===== config.mk =====
export PLATFORM = sky130hd
export DESIGN_NAME = stream_to_vector
export DESIGN_NICKNAME = d
export VERILOG_FILES = /design/src/rtl/stream_to_vector.sv
export SDC_FILE = /design/constraint.sdc
export NUM_CORES = 1
export LEC_CHECK = 0
export BUFFER_PORTS_ARGS = -buffer_cell sky130_fd_sc_hd__buf_2
export CORE_MARGIN = 2
export CORE_UTILIZATION = 35
export DETAILED_ROUTE_END_ITERATION = 10
export GPL_TIMING_DRIVEN = 0
export PLACE_DENSITY = 0.64
export SLEW_MARGIN = 20
export SYNTH_ARGS = -nofsm -noshare
export SYNTH_HDL_FRONTEND = slang
export SYNTH_SLANG_ARGS = --single-unit

===== constraint.sdc =====
create_clock -name clk -period 1.89 [get_ports clk]
set_input_delay 0.378 -clock clk [delete_from_list [all_inputs] [get_ports clk]]
set_output_delay 0.378 -clock clk [all_outputs]
set_load 0.02 [all_outputs]

===== src/rtl/stream_to_vector.sv =====
// Packs NUM_OUTPUTS consecutive scalar samples into one vector and presents it on
// per-lane ready/valid outputs; assembly and output buffers are independent (double-buffered).
module stream_to_vector #(
    parameter int DATA_WIDTH  = 12,
    parameter int NUM_OUTPUTS = 2
) (
    input  logic                   clk,
    input  logic                   rst,
    output logic                   s2v_ready_in,
    input  logic                   s2v_valid_in,
    input  logic                   s2v_sof_in,
    input  logic [DATA_WIDTH-1:0]  s2v_data_in,
    input  logic [NUM_OUTPUTS-1:0] s2v_ready_out,
    output logic [NUM_OUTPUTS-1:0] s2v_valid_out,
    output logic [DATA_WIDTH-1:0]  s2v_data_out [0:NUM_OUTPUTS-1],
    output logic                   s2v_frame_err
);

    localparam int CW = (NUM_OUTPUTS > 1) ? $clog2(NUM_OUTPUTS) : 1;
    localparam logic [CW-1:0]          LAST     = CW'(NUM_OUTPUTS - 1);
    localparam logic [CW-1:0]          ONE      = CW'(1);
    localparam logic [NUM_OUTPUTS-1:0] ALL_ONES = {NUM_OUTPUTS{1'b1}};
    localparam logic [NUM_OUTPUTS-1:0] NONE     = {NUM_OUTPUTS{1'b0}};

    logic [CW-1:0]          cnt_r,  cnt_nxt_s;
    logic [NUM_OUTPUTS-1:0] pend_r, pend_nxt_s;
    logic                   err_r,  err_nxt_s;
    logic [DATA_WIDTH-1:0]  asm_r     [0:NUM_OUTPUTS-1];
    logic [DATA_WIDTH-1:0]  asm_nxt_s [0:NUM_OUTPUTS-1];
    logic [DATA_WIDTH-1:0]  out_r     [0:NUM_OUTPUTS-1];
    logic [DATA_WIDTH-1:0]  out_nxt_s [0:NUM_OUTPUTS-1];
    logic                   accept_s;
    logic                   sof_err_s;

    // Only the frame-completing sample needs a free output buffer, so ready depends on registers alone.
    assign s2v_ready_in  = (cnt_r != LAST) || (pend_r == NONE);
    assign accept_s      = s2v_valid_in && s2v_ready_in;
    assign sof_err_s     = accept_s && s2v_sof_in && (cnt_r != {CW{1'b0}});
    assign s2v_valid_out = pend_r;
    assign s2v_data_out  = out_r;
    assign s2v_frame_err = err_r;

    // Next-state: lane drains, sample assembly, frame load and sof realignment.
    always_comb begin
        cnt_nxt_s  = cnt_r;
        asm_nxt_s  = asm_r;
        out_nxt_s  = out_r;
        pend_nxt_s = pend_r & ~s2v_ready_out;
        err_nxt_s  = 1'b0;
        if (accept_s) begin
            if (sof_err_s) begin
                asm_nxt_s[0] = s2v_data_in;
                cnt_nxt_s    = ONE;
                err_nxt_s    = 1'b1;
            end else if (cnt_r == LAST) begin
                for (int i = 0; i < NUM_OUTPUTS - 1; i++) begin
                    out_nxt_s[i] = asm_r[i];
                end
                out_nxt_s[NUM_OUTPUTS-1] = s2v_data_in;
                // A load can only coincide with an already-empty mask, so it simply overrides the drain.
                pend_nxt_s = ALL_ONES;
                cnt_nxt_s  = {CW{1'b0}};
            end else begin
                asm_nxt_s[cnt_r] = s2v_data_in;
                cnt_nxt_s        = cnt_r + ONE;
            end
        end else begin
            cnt_nxt_s = cnt_r;
        end
    end

    // State registers with synchronous reset taking priority over all traffic.
    always_ff @(posedge clk) begin
        if (rst) begin
            cnt_r  <= {CW{1'b0}};
            pend_r <= NONE;
            err_r  <= 1'b0;
            for (int i = 0; i < NUM_OUTPUTS; i++) begin
                asm_r[i] <= {DATA_WIDTH{1'b0}};
                out_r[i] <= {DATA_WIDTH{1'b0}};
            end
        end else begin
            cnt_r  <= cnt_nxt_s;
            pend_r <= pend_nxt_s;
            err_r  <= err_nxt_s;
            asm_r  <= asm_nxt_s;
            out_r  <= out_nxt_s;
        end
    end

endmodule


==> metrics.md <==
| Metric | Value |
|---|---|
| Status | `finished, final reports clean` |
| Tot GR Track Use | `0.135` |
| Clk root buf | `clkbuf_8` |
| TritonRoute pass-1 iters | `4` |
| Adder-cell share of the synthesized area | `0` |
| Clock Sinks | `40` |
| Worst reg2reg setup slack | `0.40 ns` |
| Area of the multi-input gates | `752 um2` |
| Register area share after synthesis | `0.493` |
| DRC Markers | `0` |
| Cts bufs inserted | `5` |
| CTS clk-pin slew, worst paths | `0.07 ns` |
| Post-route ant nets | `0` |
| Post-Syn Instances | `148` |
| Largest net degree at the start of global routing | `12` |
| DP Worst Slack | `0.251 ns` |
| Fmax | `672 MHz` |
| End-of-flow core utilization | `0.454` |
| Worst-path maximum fanout | `4` |
| Leakage | `0.999 nW` |
| Yosys cell types | `19` |
| Hold path start | `s2v_ready_out[0]` |
| H-tree level count | `2` |
| Final Max Tran Viols | `0` |
| HP Class | `in2reg` |
| Clock skew | `0.00397 ns` |
| Clk_lat worst skew | `0.29 ns` |
| Overall Power | `1.64 mW` |
| Via count of the routed design | `1171` |
| #FFs+latches synth | `40` |
| Fillers | `454` |
| First-pass GRT wire length | `5310 um` |
| RSZ-0062 raised after global routing | `false` |
| Worst path bufs/invs | `0` |
| Largest family of logic cells by synthesized area | `simple AND/OR/NAND/NOR gates` |
| Post-detail-place hpwl | `2340 um` |
| Critical path endpoint category | `flop` |
| Endpoint, Worst Hold | `s2v_valid_out[0]` |
| Synth warn | `0` |
| Top-area cell type share of the netlist area | `0.493` |
| WP data required | `2.11 ns` |
| Synth Area per Inst | `11.0 um2` |
| Vias per inst | `4.63` |
| I/O pin count | `46` |
| Resized Gates After CTS | `0` |
| Cell area after synthesis | `1620 um2` |
| Wire per inst | `12.9 um` |
| Total negative slack | `0 ns` |
| Final worst slack | `0.401 ns` |
| Syn_nets | `166` |
| Largest stage delay on the critical path | `0.69 ns` |
| Clock Tree Buf Depth | `2` |
| Multiplexer share of the synthesized area | `0.222` |
| Max Cap Viol | `0` |
| Cell family with most CP delay | `simple AND/OR/NAND/NOR gates` |
| Period minus WS final | `1.49 ns` |
| Worst Path Arrival | `1.71 ns` |
| CTS tree | `yes` |
| GPL Wtd Cong | `0.713` |
| Placed insts | `245` |
| Layout cell share with drive strength beyond 1 | `0.284` |
| Worst setup SP type | `flop` |
| DIE AREA | `5200 um2` |
| Area delta synth->final | `23.4%` |
| PD cells | `820 nW/um2` |
| Worst r2r src | `cnt_r` |
| Cells on worst reg2reg path | `3` |
| Die height | `72.1 um` |
| Worst path cell trace | `nand2_1 > nor4_1 > mux2i_1` |
| Rows | `24` |
| Post-Layout Cell Count | `253` |
| Worst-margin pin slew | `0.903 ns` |
| Final hold viol count | `0` |
| Hold Buf Count CTS | `0` |
| Hold Path Depth | `3` |
| NumNets Final | `218` |
| Worst Setup SP | `cnt_r` |
| XOR/XNOR share of the synthesized area | `0` |
| Simple-Gate Fraction of Synth Area | `0.223` |
| Diodes inserted | `0` |
| Slew HR | `0.393` |
| Yosys top cell by area | `dfxtp_1` |
| Vias in the first global route | `1156` |
| Tcrit/Tclk final | `0.788` |
| Gr ovfl total | `0` |
| Compound-gate portion of the synthesized area | `0.0185` |
| Max VDD drop | `0.399 mV` |
| Final setup fails | `0` |
| Post-CTS Setup Inserts | `0` |
| Reg area | `801 um2` |
| Die Wd | `72.1 um` |
| Initial core utilization | `0.368` |
| Final wirelength | `3260 um` |
| Initial antenna violation count | `0` |
| # port buffers | `45` |
| Synth area leaders | `dfxtp_1 (49%), mux2i_1 (22%), nand2b_1 (19%), buf_12 (1.2%), clkbuf_1 (1.2%)` |
| FF-to-FF End | `s2v_data_out[1]` |
| Critical path type | `reg2reg` |
| Initial drt markers | `39` |
| Slowest cell on crit path | `nor4_1` |
| Core area | `4410 um2` |
-- flip-flops by register name (all words and copies together) (netlist names) --
signal,cells
cnt_r,1
s2v_data_out,24
s2v_frame_err,1
s2v_valid_out,2
asm_r,12
-- metrics by stage --
step | hold WS (ns) | cell area [um2]
after global placement | 0.462 | 1910
after detailed placement | 0.462 | 1910
after CTS | 0.341 | 2000
after global routing | 0.356 | 2000
final | 0.346 | 2000
after floorplan | 0.458 | 1620
-- kinds of logic after synthesis --
| group | after synthesis |
|---|---|
| AOI/OAI and AO/OA | 5 |
| buffers and inverters | 9 |
| DFF | 40 |
| muxes | 36 |
| and+or+nand+nor | 58 |
-- worst max path at each step --
stage	cells past startpoint	end	slack, ns
after floorplan	4	s2v_data_out[11]	0.44
after global placement	4	s2v_data_out[0]	0.29
after detailed placement	4	s2v_data_out[1]	0.25
after CTS	2	s2v_data_out[1]	0.38
after global routing	3	s2v_data_out[1]	0.26
final	3	s2v_data_out[1]	0.40
-- synth_stat cells --
cell and n:
nor4_1 1, a31o_2 1, clkbuf_1 5, o21ai_0 1, a31oi_1 1, nand2_1 1
mux2i_1 36, buf_12 1, and4bb_2 1, buf_8 1, buf_6 1, nand2b_1 50
dfxtp_1 40, nor2b_1 1, buf_2 1, or4_1 1, a21oi_1 2, nor3_1 1
nor2_1 2
-- metal layers --
| metal | vias up | global-route usage | wire [um] |
|---|---|---|---|
| li1 | 598 | - | - |
| met2 | 21 | 0.222 | 1640 |
| met3 | 7 | 0.0486 | 135 |
| met4 | 0 | 0.0629 | 63 |
| met1 | 545 | 0.158 | 1420 |
| met5 | - | 0 | 0 |
-- where the power goes --
part / leakage, nW / internal (mW) / switching [mW]
sequential: 0.326 / 0.877 / 0.0129
combinational: 0.628 / 0.0853 / 0.0907
clock: 0.0455 / 0.298 / 0.280
-- cell type report --
| type | count | area share |
|---|---|---|
| tap | 52 | 0.0325 |
| buffer | 9 | 0.0350 |
| multi-input combinational | 99 | 0.375 |
| timing repair buffer | 45 | 0.112 |
| clock buffer | 8 | 0.0450 |
| sequential | 40 | 0.400 |
-- tightest hold or removal path, stage by stage --
cell	delay (ns)
buf_2	0.07
nand2b_1	0.09
a21oi_1	0.05
-- cells in the final DEF, fill, tap and decap left out --
cell / count
a21oi_1: 2
a31o_2: 1
a31oi_1: 1
and4bb_2: 1
buf_12: 1
buf_2: 46
buf_6: 1
buf_8: 1
clkbuf_1: 7
clkbuf_8: 6
dfxtp_1: 40
mux2i_1: 36
nand2_1: 1
nand2b_1: 50
nor2_1: 2
nor2b_1: 1
nor3_1: 1
nor4_1: 1
o21ai_0: 1
or4_1: 1
Note: power is estimated with default switching activity, not from simulation.
